File: src/rtl/fp_mul_pipe.sv
// Pipelined IEEE-style floating-point multiplier, flush-to-zero, five rounding modes, valid/ready.
// Optional sticky flag accumulation is enabled by defining FP_MUL_STICKY_FLAGS_EN.
module fp_mul_pipe #(
  parameter int EXP_W  = 8,
  parameter int FRC_W  = 23,
  parameter int STAGES = 3
) (
  input  logic                   clk,
  input  logic                   rst_n,
  input  logic                   in_valid,
  output logic                   in_ready,
  input  logic [EXP_W+FRC_W:0]   fp_X,
  input  logic [EXP_W+FRC_W:0]   fp_Y,
  input  logic [2:0]             r_mode,
  output logic                   out_valid,
  input  logic                   out_ready,
  output logic [EXP_W+FRC_W:0]   fp_Z,
  output logic                   ovrf,
  output logic                   udrf
`ifdef FP_MUL_STICKY_FLAGS_EN
  ,
  input  logic                   clr_flags,
  output logic                   ovrf_sticky,
  output logic                   udrf_sticky
`endif
);
  localparam int W  = 1 + EXP_W + FRC_W;
  localparam int MW = FRC_W + 1;
  localparam int PW = 2 * MW;
  localparam int EW = EXP_W + 2;
  localparam logic signed [EW-1:0] BIAS = EW'((1 << (EXP_W - 1)) - 1);
  localparam logic signed [EW-1:0] EMAX = EW'((1 << EXP_W) - 1);
  localparam logic signed [EW-1:0] EONE = EW'(1);
  localparam logic [EXP_W-1:0]     EXP_ONES = '1;

  typedef struct packed {
    logic          sign;
    logic          spec;
    logic [W-1:0]  spec_z;
    logic [EW-1:0] expo;
    logic [MW-1:0] mx;
    logic [MW-1:0] my;
    logic [2:0]    mode;
  } a_t;

  typedef struct packed {
    logic          sign;
    logic          spec;
    logic [W-1:0]  spec_z;
    logic [EW-1:0] expo;
    logic [PW-1:0] prod;
    logic [2:0]    mode;
  } b_t;

  typedef struct packed {
    logic [W-1:0] z;
    logic         ovrf;
    logic         udrf;
  } c_t;

  // Modes 101..111 fall into the default arm and behave as round-to-nearest-even.
  function automatic logic round_up(input logic [2:0] mode, input logic sign, input logic lsb,
                                    input logic g, input logic r, input logic s);
    case (mode)
      3'b001:  round_up = 1'b0;
      3'b010:  round_up = sign & (g | r | s);
      3'b011:  round_up = ~sign & (g | r | s);
      3'b100:  round_up = g;
      default: round_up = g & (r | s | lsb);
    endcase
  endfunction

  function automatic logic [W-1:0] sat_result(input logic [2:0] mode, input logic sign);
    logic to_inf;
    case (mode)
      3'b001:  to_inf = 1'b0;
      3'b010:  to_inf = sign;
      3'b011:  to_inf = ~sign;
      default: to_inf = 1'b1;
    endcase
    sat_result = to_inf ? {sign, EXP_ONES, {FRC_W{1'b0}}}
                        : {sign, {(EXP_W-1){1'b1}}, 1'b0, {FRC_W{1'b1}}};
  endfunction

  logic             advance;
  logic [EXP_W-1:0] ex, ey;
  logic [FRC_W-1:0] fx, fy;
  logic             x_zero, y_zero, x_inf, y_inf, x_nan, y_nan;
  a_t               a_c, a_s;
  b_t               b_c, b_s;
  c_t               c_c, c_p2, c_out;
  logic             vld_a, vld_b, vld_p2, vld_out;

  assign advance  = !out_valid || out_ready;
  assign in_ready = advance;

  // Unpack, classify, exponent add
  assign ex     = fp_X[W-2 -: EXP_W];
  assign ey     = fp_Y[W-2 -: EXP_W];
  assign fx     = fp_X[FRC_W-1:0];
  assign fy     = fp_Y[FRC_W-1:0];
  assign x_zero = (ex == '0);
  assign y_zero = (ey == '0);
  assign x_inf  = (ex == EXP_ONES) && (fx == '0);
  assign y_inf  = (ey == EXP_ONES) && (fy == '0);
  assign x_nan  = (ex == EXP_ONES) && (fx != '0);
  assign y_nan  = (ey == EXP_ONES) && (fy != '0);

  always_comb begin
    a_c.sign   = fp_X[W-1] ^ fp_Y[W-1];
    a_c.mode   = r_mode;
    a_c.expo   = $signed({2'b00, ex}) + $signed({2'b00, ey}) - BIAS;
    a_c.mx     = {1'b1, fx};
    a_c.my     = {1'b1, fy};
    a_c.spec   = 1'b1;
    a_c.spec_z = '0;
    if (x_nan || y_nan || (x_inf && y_zero) || (y_inf && x_zero))
      a_c.spec_z = {1'b0, EXP_ONES, 1'b1, {(FRC_W-1){1'b0}}};
    else if (x_inf || y_inf)
      a_c.spec_z = {a_c.sign, EXP_ONES, {FRC_W{1'b0}}};
    else if (x_zero || y_zero)
      a_c.spec_z = {a_c.sign, {(W-1){1'b0}}};
    else
      a_c.spec = 1'b0;
  end

  generate
    if (STAGES >= 3) begin : g_p0
      a_t   a_p0;
      logic vld_p0;
      always_ff @(posedge clk or negedge rst_n)
        if (!rst_n)       vld_p0 <= 1'b0;
        else if (advance) vld_p0 <= in_valid;
      always_ff @(posedge clk)
        if (advance) a_p0 <= a_c;
      assign a_s   = a_p0;
      assign vld_a = vld_p0;
    end else begin : g_p0_merge
      assign a_s   = a_c;
      assign vld_a = in_valid;
    end
  endgenerate

  // Mantissa multiply
  always_comb begin
    b_c.sign   = a_s.sign;
    b_c.spec   = a_s.spec;
    b_c.spec_z = a_s.spec_z;
    b_c.expo   = a_s.expo;
    b_c.mode   = a_s.mode;
    b_c.prod   = {{MW{1'b0}}, a_s.mx} * {{MW{1'b0}}, a_s.my};
  end

  generate
    if (STAGES >= 2) begin : g_p1
      b_t   b_p1;
      logic vld_p1;
      always_ff @(posedge clk or negedge rst_n)
        if (!rst_n)       vld_p1 <= 1'b0;
        else if (advance) vld_p1 <= vld_a;
      always_ff @(posedge clk)
        if (advance) b_p1 <= b_c;
      assign b_s   = b_p1;
      assign vld_b = vld_p1;
    end else begin : g_p1_merge
      assign b_s   = b_c;
      assign vld_b = vld_a;
    end
  endgenerate

  // Normalise, round, pack; pn drops the leading one so it holds fraction, guard, round, sticky
  logic                 pmsb, rnd;
  logic [PW-2:0]        pn;
  logic signed [EW-1:0] e_n, e_f;
  logic [FRC_W:0]       frac_r;

  assign pmsb   = b_s.prod[PW-1];
  assign pn     = pmsb ? b_s.prod[PW-2:0] : {b_s.prod[PW-3:0], 1'b0};
  assign e_n    = $signed(b_s.expo) + $signed({{(EW-1){1'b0}}, pmsb});
  assign rnd    = round_up(b_s.mode, b_s.sign, pn[FRC_W+1], pn[FRC_W], pn[FRC_W-1],
                           |pn[FRC_W-2:0]);
  assign frac_r = {1'b0, pn[PW-2 -: FRC_W]} + {{FRC_W{1'b0}}, rnd};
  assign e_f    = e_n + $signed({{(EW-1){1'b0}}, frac_r[FRC_W]});

  always_comb begin
    c_c.z    = {b_s.sign, e_f[EXP_W-1:0], frac_r[FRC_W-1:0]};
    c_c.ovrf = 1'b0;
    c_c.udrf = 1'b0;
    if (b_s.spec) begin
      c_c.z = b_s.spec_z;
    end else if (e_n < EONE) begin
      c_c.z    = {b_s.sign, {(W-1){1'b0}}};
      c_c.udrf = 1'b1;
    end else if (e_f >= EMAX) begin
      c_c.z    = sat_result(b_s.mode, b_s.sign);
      c_c.ovrf = 1'b1;
    end
  end

  always_ff @(posedge clk or negedge rst_n)
    if (!rst_n) begin
      vld_p2 <= 1'b0;
      c_p2   <= '0;
    end else if (advance) begin
      vld_p2 <= vld_b;
      c_p2   <= c_c;
    end

  generate
    if (STAGES >= 4) begin : g_p3
      c_t   c_p3;
      logic vld_p3;
      always_ff @(posedge clk or negedge rst_n)
        if (!rst_n) begin
          vld_p3 <= 1'b0;
          c_p3   <= '0;
        end else if (advance) begin
          vld_p3 <= vld_p2;
          c_p3   <= c_p2;
        end
      assign c_out   = c_p3;
      assign vld_out = vld_p3;
    end else begin : g_p3_none
      assign c_out   = c_p2;
      assign vld_out = vld_p2;
    end
  endgenerate

  assign out_valid = vld_out;
  assign fp_Z      = c_out.z;
  assign ovrf      = c_out.ovrf;
  assign udrf      = c_out.udrf;

`ifdef FP_MUL_STICKY_FLAGS_EN
  // A clear and a same-cycle set resolve in favour of the set.
  always_ff @(posedge clk or negedge rst_n)
    if (!rst_n) begin
      ovrf_sticky <= 1'b0;
      udrf_sticky <= 1'b0;
    end else begin
      ovrf_sticky <= (ovrf_sticky & ~clr_flags) | (out_valid & out_ready & ovrf);
      udrf_sticky <= (udrf_sticky & ~clr_flags) | (out_valid & out_ready & udrf);
    end
`else
  // Flags are reported per result only.
`endif

endmodule

File: config.mk
export PLATFORM = sky130hd
export DESIGN_NAME = fp_mul_pipe
export DESIGN_NICKNAME = d
export VERILOG_FILES = /design/src/rtl/fp_mul_pipe.sv
export SDC_FILE = /design/constraint.sdc
export NUM_CORES = 2
export LEC_CHECK = 0
export ABC_AREA = 0
export CAP_MARGIN = 10
export CORE_MARGIN = 5
export CORE_UTILIZATION = 32
export CTS_CLUSTER_DIAMETER = 200
export CTS_CLUSTER_SIZE = 8
export DETAILED_ROUTE_END_ITERATION = 8
export PLACE_DENSITY_LB_ADDON = 0.25
export SLEW_MARGIN = 20
export SYNTH_ARGS = -nofsm -noshare
export SYNTH_HDL_FRONTEND = slang
export SYNTH_SLANG_ARGS = --single-unit
File: constraint.sdc
create_clock -name clk -period 7.4 [get_ports clk]
set_input_delay 0.74 -clock clk [delete_from_list [all_inputs] [get_ports clk]]
set_output_delay 0.74 -clock clk [all_outputs]
set_load 0.05 [all_outputs]
# Word-level counts from Yosys, hierarchy flattened
# Cells that the tools add are included.
dict set report word_totals {
  regBits 225
  inputBits 71
  out_inout_bits 36
  word_cells 80
}
dict set report classes {
  addsub 5
  mul 1
  order_cmp 2
  eq_ne 6
  mux 16
  n_bitwise 9
  reduce_logical 21
}
# cell count
set ops {}
lappend ops {{$mux W32} 4}
lappend ops {{$mul A24 B24 Y48} 1}
lappend ops {{$mux W47} 1}
lappend ops {{$logic_not A23 Y1} 2}
lappend ops {{$reduce_bool A23 Y1} 2}
lappend ops {{$mux W31} 1}
lappend ops {{$add A23 B1 Y24} 1}
lappend ops {{$mux W24} 1}
lappend ops {{$reduce_or A22 Y1} 1}
lappend ops {{$add A10 B2 Y10} 2}
lappend ops {{$eq A8 B8 Y1 const B} 2}
lappend ops {{$logic_not A8 Y1} 2}
lappend ops {{$ge A10 B9 Y1 const B} 1}
lappend ops {{$lt A10 B2 Y1 const B} 1}
lappend ops {{$sub A9 B7 Y10 const B} 1}
lappend ops {{$add A8 B8 Y9} 1}
lappend ops {{$eq A3 B2 Y1 const B} 2}
lappend ops {{$logic_and A1 B1 Y1} 6}
lappend ops {{$logic_or A1 B1 Y1} 6}
lappend ops {{$mux W1} 6}
lappend ops {{$or A1 B1 Y1} 4}
lappend ops {{$pmux W1 S4} 1}
lappend ops {{$and A1 B1 Y1} 3}
lappend ops {{$eq A3 B1 Y1 const B} 1}
lappend ops {{other kinds (7)} 7}

# Logic depth before layout (Yosys ltp)
dict set report logic_depth {
  depth_word 16
  depth_mapped 27
  mapped_depth_nobuf 25
}

# Least setup slack after synthesis
# No wires, ideal clock.
dict set report synth_timing {
  path_type {register -> register}
  startpoint {register g_p0.a_p0, in the netlist a_s[37]}
  endpoint {register g_p1.b_p1, in the netlist b_s[42], data pin}
  setup_ps 262
  t_arrival_ps 6481
  required_time_ps 7138
  path_slack_ps 657
  path_stages_with_launch 24
  n_path_buf 1
  synth_period_minus_slack_ps 6743
  cell_sequence {edfxtp_1 > clkbuf_1 > nand2_1 > fa_1 > fa_1 > inv_1 > fa_1 > inv_1 > fa_1 > inv_1 > fa_1 > fa_1 > inv_1 > fa_1 > inv_1 > ha_1 > nand4_1 > nor2_1 > o21ai_0 > or4_1 > a211o_1 > and2_1 > o31ai_1 > xnor2_1}
}
# item line
set synth_lines {}
lappend synth_lines {{start: declaration} 129} ;# a_t a_p0;
lappend synth_lines {{start signal: assignment} 135} ;# if (advance) a_p0 <= a_c;
lappend synth_lines {{end signal: assignment} 162} ;# if (advance) b_p1 <= b_c;
lappend synth_lines {{end: declaration} 156} ;# b_t b_p1;

==> flow_metrics.env <==
export IMPL_antenna_cells=0
export IMPL_fmax_mhz=140.6
export IMPL_ctsHtreeMaxLevel=4
export IMPL_relSlewSlack=0.4127
export IMPL_cts_hold_buf=0
export IMPL_clk_latency_ns=0.50
export IMPL_gp_congestion=0.8586
export IMPL_synth_fp_nets=3471
export IMPL_syn_cell_area_um2=26300
export IMPL_synthTopCellsByCount="inv_1, fa_1, nand2_1"
export IMPL_drive_gt1_frac=0.07653
export IMPL_skew_ns=0.03260
export IMPL_cts_buffers=17
export IMPL_top_usage_layer="met2"
export IMPL_synth_area_leaders="fa_1, edfxtp_1, ha_1"
export IMPL_track_usage=0.1727
export IMPL_finalHoldViolCount=0
export IMPL_cts_tree="done"
export IMPL_tightest_slew_ns=0.8809
export IMPL_synthArstFlopShare=0.2216
export IMPL_fin_crit_sh=0.9612
export IMPL_synth_cells=2723
export IMPL_clk_pin_slew_ns=0.09
export IMPL_synth_top_area_share=0.3677
export IMPL_post_route_min_period_ns=7.113
export IMPL_dp_cells=3906
export IMPL_rsz0062_at_grt="no"
export IMPL_num_rows=105
export IMPL_grt_max_degree=62
export IMPL_initial_core_util=0.3213
export IMPL_die_area_um2=88000
export IMPL_worst_ep_arrival_time_ns=7.41
export IMPL_yosysMostFrequentCell="inv_1"
export IMPL_synth_edf_count=130
export IMPL_synth_sequential_area_ratio=0.1837
export IMPL_dr_pass1_iters=5
export IMPL_area_delta_synth_final_pct=14.83
export IMPL_hp_class="in2async"
export IMPL_nets=3636
export IMPL_drcViolationCount=0
export IMPL_maxSlewViolCount=0
export IMPL_die_y_um=296.7
export IMPL_synthFlopType="edfxtp_1"
export IMPL_die_x_um=296.7
export IMPL_grt_pass1_wl_mm=115.2
export IMPL_cts_sinks=167
export IMPL_wl_mm=73.86
export IMPL_crit_path_start_kind="flip-flop"
export IMPL_met2_usage=0.2899
export IMPL_syn_avg_cell_area_um2=9.657
export IMPL_place_port_buffers=106
export IMPL_clock_path_buffers=2
export IMPL_core_area_um2=81850
export IMPL_finalSetupTns_ns=0
export IMPL_met1_usage=0.2355
export IMPL_grt_use_met3=0.02314
export IMPL_vias=18810
export IMPL_wl_per_cell_um=18.60
export IMPL_worstSetupEndpointType="flip-flop"
export IMPL_path_max_fanout=12
export IMPL_setup_slack_ns=0.2869
export IMPL_ios=107
export IMPL_ys_warnings_count=0
export IMPL_drtIter0Drc=1089
export IMPL_status="complete, no violations"
export IMPL_crit_type="reg2reg"
export IMPL_synth_seq_cells=167
export IMPL_ys_types=66
export IMPL_grt_overflow_total=0
export IMPL_required_ns=7.70
export IMPL_drtAntennaViolNets=0
export IMPL_finalSetupViolations=0
export IMPL_dp_worst_setup_slack_ns=0.03131
export IMPL_hpwl_mm=62.44
export IMPL_grt_pass1_vias=19540
export IMPL_grt_antenna_before_repair=1
export IMPL_yosysTopAreaCell="fa_1"
export IMPL_root_buffer="clkbuf_16"
export IMPL_viasPerCell=4.736
export IMPL_final_cell_count_no_fill=3971
export IMPL_maxCapViolations=0
==> metal layers <==
layer	wire [um]	vias to the layer above
met5	0	-
met3	2917	84
met2	36130	421
li1	-	8713
met1	32760	9588
met4	2047	0
==> stage by stage <==
step             util  hold slack [ns]  instance area [um^2]
2_1_floorplan       -           0.4003                 26300
3_3_place_gp   0.3573           0.4008                 29250
4_1_cts        0.3646           0.3589                 29840
5_1_grt        0.3689           0.4189                 30200
6_report       0.3689           0.3651                 30200
3_5_place_dp   0.3573           0.4045                 29250
==> registers in the layout, indices dropped and copies added (netlist names) <==
signal       flops
udrf             1
out_valid        1
fp_Z            32
ovrf             1
g_p1.vld_p1      1
b_s             66
g_p0.vld_p0      1
a_s             64
==> logic make-up after synthesis <==
logic type / share of synthesized area
AO/OA/AOI/OAI: 0.05919
XOR/XNOR: 0.03131
flip-flops: 0.1837
adder cells (fa/ha/maj): 0.4600
AND/OR/NAND/NOR: 0.1561
buffers and inverters: 0.1026
multiplexers: 0.007042
==> worst max-delay path, stage by stage (launching register included) <==
cell and delay, ns:
edfxtp_1 0.48, buf_4 0.23, buf_6 0.19, nand2_1 0.09, fa_1 0.54, inv_1 0.05
fa_1 0.47, inv_1 0.06, fa_1 0.52, inv_1 0.06, fa_1 0.54, fa_1 0.43
fa_1 0.49, inv_1 0.05, fa_1 0.48, inv_1 0.05, ha_1 0.39, and3_1 0.24
and2_1 0.18, a221oi_2 0.28, nand3_1 0.11, a21o_1 0.20, nand3_1 0.17, o211ai_1 0.17
and3_1 0.20, a311oi_1 0.24
==> path summary, 6_finish.rpt <==
check | cells past startpoint | slack, ns | to | start
worst min register to register | 0 | 0.42 | b_s[56] | a_s[56]
worst max register to register | 25 | 0.29 | b_s[49] | a_s[15]
worst max-delay path | 25 | 0.29 | b_s[49] | a_s[15]
max in group asynchronous | 1 | 6.47 | fp_Z[9] | rst_n
min in group clk | 0 | 0.42 | b_s[56] | a_s[56]
worst min-delay path | 1 | 0.37 | ovrf | rst_n
==> repair_timing <==
item                                    in CTS  in global routing
endpoints found under the hold margin        0                  0
resized for setup                            0                 17
pin swaps                                    0                  2
setup buffers                                4                 29
endpoints found under the setup margin       2                 14
==> final cells by class <==
class                      instances  area, um^2
timing repair buffer             263        2401
clock buffer                      18       429.2
fill                            8283       51650
multi-input combinational       1845       18810
clock inverter                    14       138.9
tap                             1070        1339
sequential                       167        4830
inverter                         594        2246
==> layout by cell type (no fill, tap or decap), types with 63 or more instances in the layout <==
| master | Yosys | final |
|---|---|---|
| fa_1 | 483 | 483 |
| ha_1 | 194 | 193 |
| xnor2_1 | 64 | 64 |
| nor2_1 | 63 | 63 |
| a21oi_1 | 73 | 71 |
| nand2_1 | 346 | 346 |
| and2_1 | 261 | 261 |
| clkdlybuf4s50_1 | 0 | 105 |
| inv_1 | 591 | 587 |
| edfxtp_1 | 130 | 130 |
| buf_4 | 2 | 143 |
Power is left out: the tool's default activity adds up to more than one toggle a clock period on the data nets, which glitch-free logic cannot reach.
